`src/rtl/tl_ul_rr_arbiter.sv`:
```
// Two-master to one-slave TileLink-UL arbiter: round-robin A-channel grant with
// held offers, source tagging by master index, D routing, per-master outstanding limits.
module tl_ul_rr_arbiter #(
  parameter int SRC_W   = 8,
  parameter int MAX_OUT = 4
) (
  input  logic             clock,
  input  logic             reset,

  input  logic             m0_a_valid,
  output logic             m0_a_ready,
  input  logic [2:0]       m0_a_opcode,
  input  logic [2:0]       m0_a_param,
  input  logic [1:0]       m0_a_size,
  input  logic [SRC_W-1:0] m0_a_source,
  input  logic [31:0]      m0_a_address,
  input  logic [3:0]       m0_a_mask,
  input  logic [31:0]      m0_a_data,
  output logic             m0_d_valid,
  input  logic             m0_d_ready,
  output logic [2:0]       m0_d_opcode,
  output logic [1:0]       m0_d_size,
  output logic [SRC_W-1:0] m0_d_source,
  output logic [31:0]      m0_d_data,
  output logic             m0_d_denied,

  input  logic             m1_a_valid,
  output logic             m1_a_ready,
  input  logic [2:0]       m1_a_opcode,
  input  logic [2:0]       m1_a_param,
  input  logic [1:0]       m1_a_size,
  input  logic [SRC_W-1:0] m1_a_source,
  input  logic [31:0]      m1_a_address,
  input  logic [3:0]       m1_a_mask,
  input  logic [31:0]      m1_a_data,
  output logic             m1_d_valid,
  input  logic             m1_d_ready,
  output logic [2:0]       m1_d_opcode,
  output logic [1:0]       m1_d_size,
  output logic [SRC_W-1:0] m1_d_source,
  output logic [31:0]      m1_d_data,
  output logic             m1_d_denied,

  output logic             s_a_valid,
  input  logic             s_a_ready,
  output logic [2:0]       s_a_opcode,
  output logic [2:0]       s_a_param,
  output logic [1:0]       s_a_size,
  output logic [SRC_W:0]   s_a_source,
  output logic [31:0]      s_a_address,
  output logic [3:0]       s_a_mask,
  output logic [31:0]      s_a_data,
  input  logic             s_d_valid,
  output logic             s_d_ready,
  input  logic [2:0]       s_d_opcode,
  input  logic [1:0]       s_d_size,
  input  logic [SRC_W:0]   s_d_source,
  input  logic [31:0]      s_d_data,
  input  logic             s_d_denied
);

  localparam logic [3:0] LP_MAX_OUT = 4'(MAX_OUT);

  logic       r_rr_last;
  logic       r_lock;
  logic       r_lock_idx;
  logic [3:0] r_cnt0;
  logic [3:0] r_cnt1;

  logic w_req0;
  logic w_req1;
  logic w_grant;
  logic w_a_valid;
  logic w_a_fire;
  logic w_d_idx;
  logic w_d_ready;
  logic w_d_fire;
  logic w_inc0;
  logic w_inc1;
  logic w_dec0;
  logic w_dec1;

  assign w_req0 = m0_a_valid && (r_cnt0 < LP_MAX_OUT);
  assign w_req1 = m1_a_valid && (r_cnt1 < LP_MAX_OUT);

  // A held offer keeps its master; otherwise the master not served last wins a tie.
  always_comb begin
    w_grant = 1'b0;
    if (r_lock) begin
      w_grant = r_lock_idx;
    end else if (w_req0 && w_req1) begin
      w_grant = ~r_rr_last;
    end else if (w_req1) begin
      w_grant = 1'b1;
    end
  end

  assign w_a_valid  = !reset && (r_lock || w_req0 || w_req1);
  assign w_a_fire   = w_a_valid && s_a_ready;
  assign s_a_valid  = w_a_valid;
  assign m0_a_ready = w_a_valid && !w_grant && s_a_ready;
  assign m1_a_ready = w_a_valid &&  w_grant && s_a_ready;

  always_comb begin
    if (w_grant) begin
      s_a_opcode  = m1_a_opcode;
      s_a_param   = m1_a_param;
      s_a_size    = m1_a_size;
      s_a_source  = {1'b1, m1_a_source};
      s_a_address = m1_a_address;
      s_a_mask    = m1_a_mask;
      s_a_data    = m1_a_data;
    end else begin
      s_a_opcode  = m0_a_opcode;
      s_a_param   = m0_a_param;
      s_a_size    = m0_a_size;
      s_a_source  = {1'b0, m0_a_source};
      s_a_address = m0_a_address;
      s_a_mask    = m0_a_mask;
      s_a_data    = m0_a_data;
    end
  end

  // The top source bit carries the master index the request was granted to.
  assign w_d_idx    = s_d_source[SRC_W];
  assign m0_d_valid = !reset && s_d_valid && !w_d_idx;
  assign m1_d_valid = !reset && s_d_valid &&  w_d_idx;
  assign w_d_ready  = !reset && (w_d_idx ? m1_d_ready : m0_d_ready);
  assign s_d_ready  = w_d_ready;
  assign w_d_fire   = s_d_valid && w_d_ready;

  assign m0_d_opcode = s_d_opcode;
  assign m0_d_size   = s_d_size;
  assign m0_d_source = s_d_source[SRC_W-1:0];
  assign m0_d_data   = s_d_data;
  assign m0_d_denied = s_d_denied;
  assign m1_d_opcode = s_d_opcode;
  assign m1_d_size   = s_d_size;
  assign m1_d_source = s_d_source[SRC_W-1:0];
  assign m1_d_data   = s_d_data;
  assign m1_d_denied = s_d_denied;

  assign w_inc0 = w_a_fire && !w_grant;
  assign w_inc1 = w_a_fire &&  w_grant;
  assign w_dec0 = w_d_fire && !w_d_idx && (r_cnt0 != 4'd0);
  assign w_dec1 = w_d_fire &&  w_d_idx && (r_cnt1 != 4'd0);

  // Lock is taken by a stalled offer; counters saturate at zero on stray responses.
  always_ff @(posedge clock) begin
    if (reset) begin
      r_rr_last  <= 1'b1;
      r_lock     <= 1'b0;
      r_lock_idx <= 1'b0;
      r_cnt0     <= 4'd0;
      r_cnt1     <= 4'd0;
    end else begin
      if (w_a_fire) begin
        r_lock    <= 1'b0;
        r_rr_last <= w_grant;
      end else if (w_a_valid) begin
        r_lock     <= 1'b1;
        r_lock_idx <= w_grant;
      end
      case ({w_inc0, w_dec0})
        2'b10:   r_cnt0 <= r_cnt0 + 4'd1;
        2'b01:   r_cnt0 <= r_cnt0 - 4'd1;
        default: r_cnt0 <= r_cnt0;
      endcase
      case ({w_inc1, w_dec1})
        2'b10:   r_cnt1 <= r_cnt1 + 4'd1;
        2'b01:   r_cnt1 <= r_cnt1 - 4'd1;
        default: r_cnt1 <= r_cnt1;
      endcase
    end
  end

  a_no_d_underflow0: assert property (@(posedge clock) disable iff (reset)
    !(w_d_fire && !w_d_idx && (r_cnt0 == 4'd0)));
  a_no_d_underflow1: assert property (@(posedge clock) disable iff (reset)
    !(w_d_fire && w_d_idx && (r_cnt1 == 4'd0)));

endmodule

```
`config.mk`:
```
export PLATFORM = sky130hd
export DESIGN_NAME = tl_ul_rr_arbiter
export DESIGN_NICKNAME = d
export VERILOG_FILES = /design/src/rtl/tl_ul_rr_arbiter.sv
export SDC_FILE = /design/constraint.sdc
export NUM_CORES = 1
export LEC_CHECK = 0
export ABC_AREA = 1
export CORE_AREA = 2 2 157 159
export DETAILED_ROUTE_END_ITERATION = 7
export DIE_AREA = 0 0 159 161
export DONT_BUFFER_PORTS = 1
export PLACE_DENSITY = 0.34
export SYNTH_ARGS = -nofsm -noshare
export SYNTH_HDL_FRONTEND = slang
export SYNTH_SLANG_ARGS = --single-unit
```
`constraint.sdc`:
```
create_clock -name clock -period 2.35 [get_ports clock]
set_clock_uncertainty 0.15 [all_clocks]
set_input_delay 0.47 -clock clock [delete_from_list [all_inputs] [get_ports clock]]
set_output_delay 0.47 -clock clock [all_outputs]
set_load 0.05 [all_outputs]
```
==> results.cfg <==
[status]
status = finished, violations left
violations = setup timing

[synthesis]
synth_top_family_by_area = simple AND/OR/NAND/NOR gates
synth.most_common_cell = nand2_1
synth_compound_area_share_pct = 3.20
syn_area_per_cell_um2 = 5.27
synth_edf_count = 0
ys_warn_count = 0
ys_ff_latch = 11
async_reset_ff_share_pct = 0
synth_top_cell_by_area = nand2_1
synthAdderAreaFrac_pct = 3.00
synth-simple-area-share_pct = 47.3
synth-xor-area-share_pct = 1.40
synthCells = 476
yosysUniqueCellTypes = 22
synth_area_leaders = nand2_1 40%, buf_4 30%, dfxtp_1 8.8%, inv_1 3.1%, ha_1 3.0%
yosysSeqAreaShare_pct = 8.79
syn-num-nets = 705
yosysTopAreaCellShare_pct = 40.3
synthFlopType = dfxtp_1
muxShareOfSynthArea_pct = 0
synth.top_cells.by_count = 269 x nand2_1, 100 x buf_4, 21 x inv_1
netlist_area_um2 = 2510

[pwr]
pwr-share-seq_pct = 7.4
clkPwrFrac_pct = 10.9
power_density_nw_per_um2 = 679
swShare_pct = 52.9
p_leak_nw = 2.16
peakVddDrop_mv = 0.196
fin_total_pwr_mw = 2.89
power.switching_mw = 1.53
comb_power_share_pct = 81.7
p_int_mw = 1.36

[setup_path]
startpoint = r_cnt0[2]
cp_max_fo = 15
required_ns = 1.73
start_kind = flop
critPathArrivalTime_ns = 1.76
reg2reg_from = r_cnt0[2]
path_class = flop to primary output
critical_path.endpoint_type = primary output

[finish]
final_cell_area_um2 = 4260
drive_gt1_share_pct = 39.7
fin_cells = 814
final_util_pct = 17.8
area_growth_pct = 69.8
nets = 719

[drt]
vias = 2849
wire_per_inst_um = 15.4
route.met3.wl_mm = 1.59
drt_pass1_iterations = 4
routed_wl_mm = 12.6
antenna_left = 0
drcViolationCount = 0
avgViaCountPerCell = 3.50
top_layer_used = met4
drtIter0Drc = 124
wl_met2_mm = 6.45
wl_met1_mm = 4.39

[global_route]
grt_start_max_net_pins = 55
grt_usage_pct = 8.15
grt_pass1_vias = 2644
grt_overflow = 0
antenna_found_initial = 1
grt_pass1_wl_mm = 16.0

[floorplan]
row_count = 57
fp.dieH_um = 161
core_area_um2 = 24000
io_pins = 406
start_util_pct = 10.5
fp.dieW_um = 159
die_area_um2 = 25600

[clock_tree]
numCtsBuffers = 3
clkLatencyLatePin_ns = 0.24
cts_max_level = 1
clockRootBuffer = clkbuf_16
cts_tree = yes
clk_pin_slew_ns = 0.04
clockBufferDepth = 2
clock_sinks = 11

[job]
cap_violations = 0

[placed_design]
post-place-cells = 799
gp_congestion = 0.786
dpl_cell_area_um2 = 3500
dp.final_hpwl_mm = 9.03
portBuffers = 0

[sta]
final-hold-violation-count = 0
clock.fmax_mhz = 419
period_share_pct = 101
period_needed_ns = 2.38
relSlewSlack_pct = 68.1
worst_pin_slew_ns = 0.478
timing.final.ws_setup_ns = -0.0338
setup_viol = 43
maxSlewViolCount = 0
grt_setup_unrepaired = true

[hold_path]
hold_class = input port to flop
worstHoldStart = reset
## logic make-up (layout without fill, tap and decap cells)
family	Yosys count	in the layout
AO/OA/AOI/OAI	16	16
other	0	1
AND/OR/NAND/NOR	305	305
XOR/XNOR	4	4
adder cells (fa/ha/maj)	6	6
flip-flops	11	11
buffers and inverters	134	147
## stage by stage
stage | setup WS (ns) | hold WS (ns) | setup TNS [ns]
2_1_floorplan | -0.0631 | 0.304 | -0.0727
3_3_place_gp | -0.0553 | 0.329 | -0.0553
3_5_place_dp | -0.0213 | 0.334 | -0.0213
4_1_cts | -0.0558 | 0.149 | -0.670
5_1_grt | -0.146 | 0.153 | -9.37
6_report | -0.0338 | 0.149 | -0.656
## timing repair
item | 4_1_cts | 5_1_grt
buffers inserted | 2 | 2
endpoints found under the setup margin | 84 | 90
hold buffers | 0 | 0
gates resized for setup | 26 | 112
pin swaps | 3 | 7
cloned | 3 | 4
## cell type report
type / count / area [µm²]
diodes: 1 / 2.50
well taps: 324 / 405
flip-flops and latches: 11 / 225
repair buffers: 120 / 1770
clock buffers: 4 / 78.8
fillers: 2711 / 19700
inverters: 23 / 103
multi-input cells: 331 / 1670
## layout by cell type (no fill, tap or decap), drive strengths merged, types with 2 or more instances in the layout
| cell | count |
|---|---|
| xor2 | 3 |
| buf | 117 |
| inv | 21 |
| nand2 | 269 |
| nand3 | 9 |
| ha | 6 |
| dfxtp | 11 |
| nor2 | 18 |
| a21oi | 6 |
| nand4 | 2 |
| o21ai | 10 |
| clkbuf | 7 |
| nor3 | 4 |
## routing by layer
metal  vias to the layer above  global-route usage [%]
met5                         -                       0
li1                       1373                       -
met1                      1205                    8.59
met3                        10                    4.34
met2                       261                    14.8
met4                         0                   0.992
## registers in the layout, indices dropped and copies added (netlist names)
name / cells
r_cnt0: 4
r_cnt1: 4
r_lock: 1
r_lock_idx: 1
r_rr_last: 1
## power groups by stage
stage | sequential (mW) | combinational, mW | clock (mW)
2_1_floorplan | 0.213 | 1.65 | 0
3_3_place_gp | 0.216 | 2.02 | 0
3_5_place_dp | 0.215 | 2.02 | 0
4_1_cts | 0.213 | 2.13 | 0.325
5_1_grt | 0.215 | 2.48 | 0.334
6_report | 0.213 | 2.36 | 0.316
## path summary, 6_finish.rpt
path	to	slack [ns]	cells past startpoint
worst max-delay path	s_a_address[21]	-0.03	8
worst min-delay path	r_cnt1[0]	0.15	1
worst max register to register	r_cnt1[2]	0.05	14
worst min register to register	r_rr_last	0.36	2
## worst max-delay path, cell delays in order (launching register included)
cell,delay [ns]
dfxtp_2,0.32
nor3b_4,0.23
nand3_2,0.12
nand3_4,0.20
buf_6,0.18
buf_16,0.15
nand2_1,0.06
nand2_1,0.06
buf_4,0.19
Note: power is estimated with default switching activity, not from simulation.
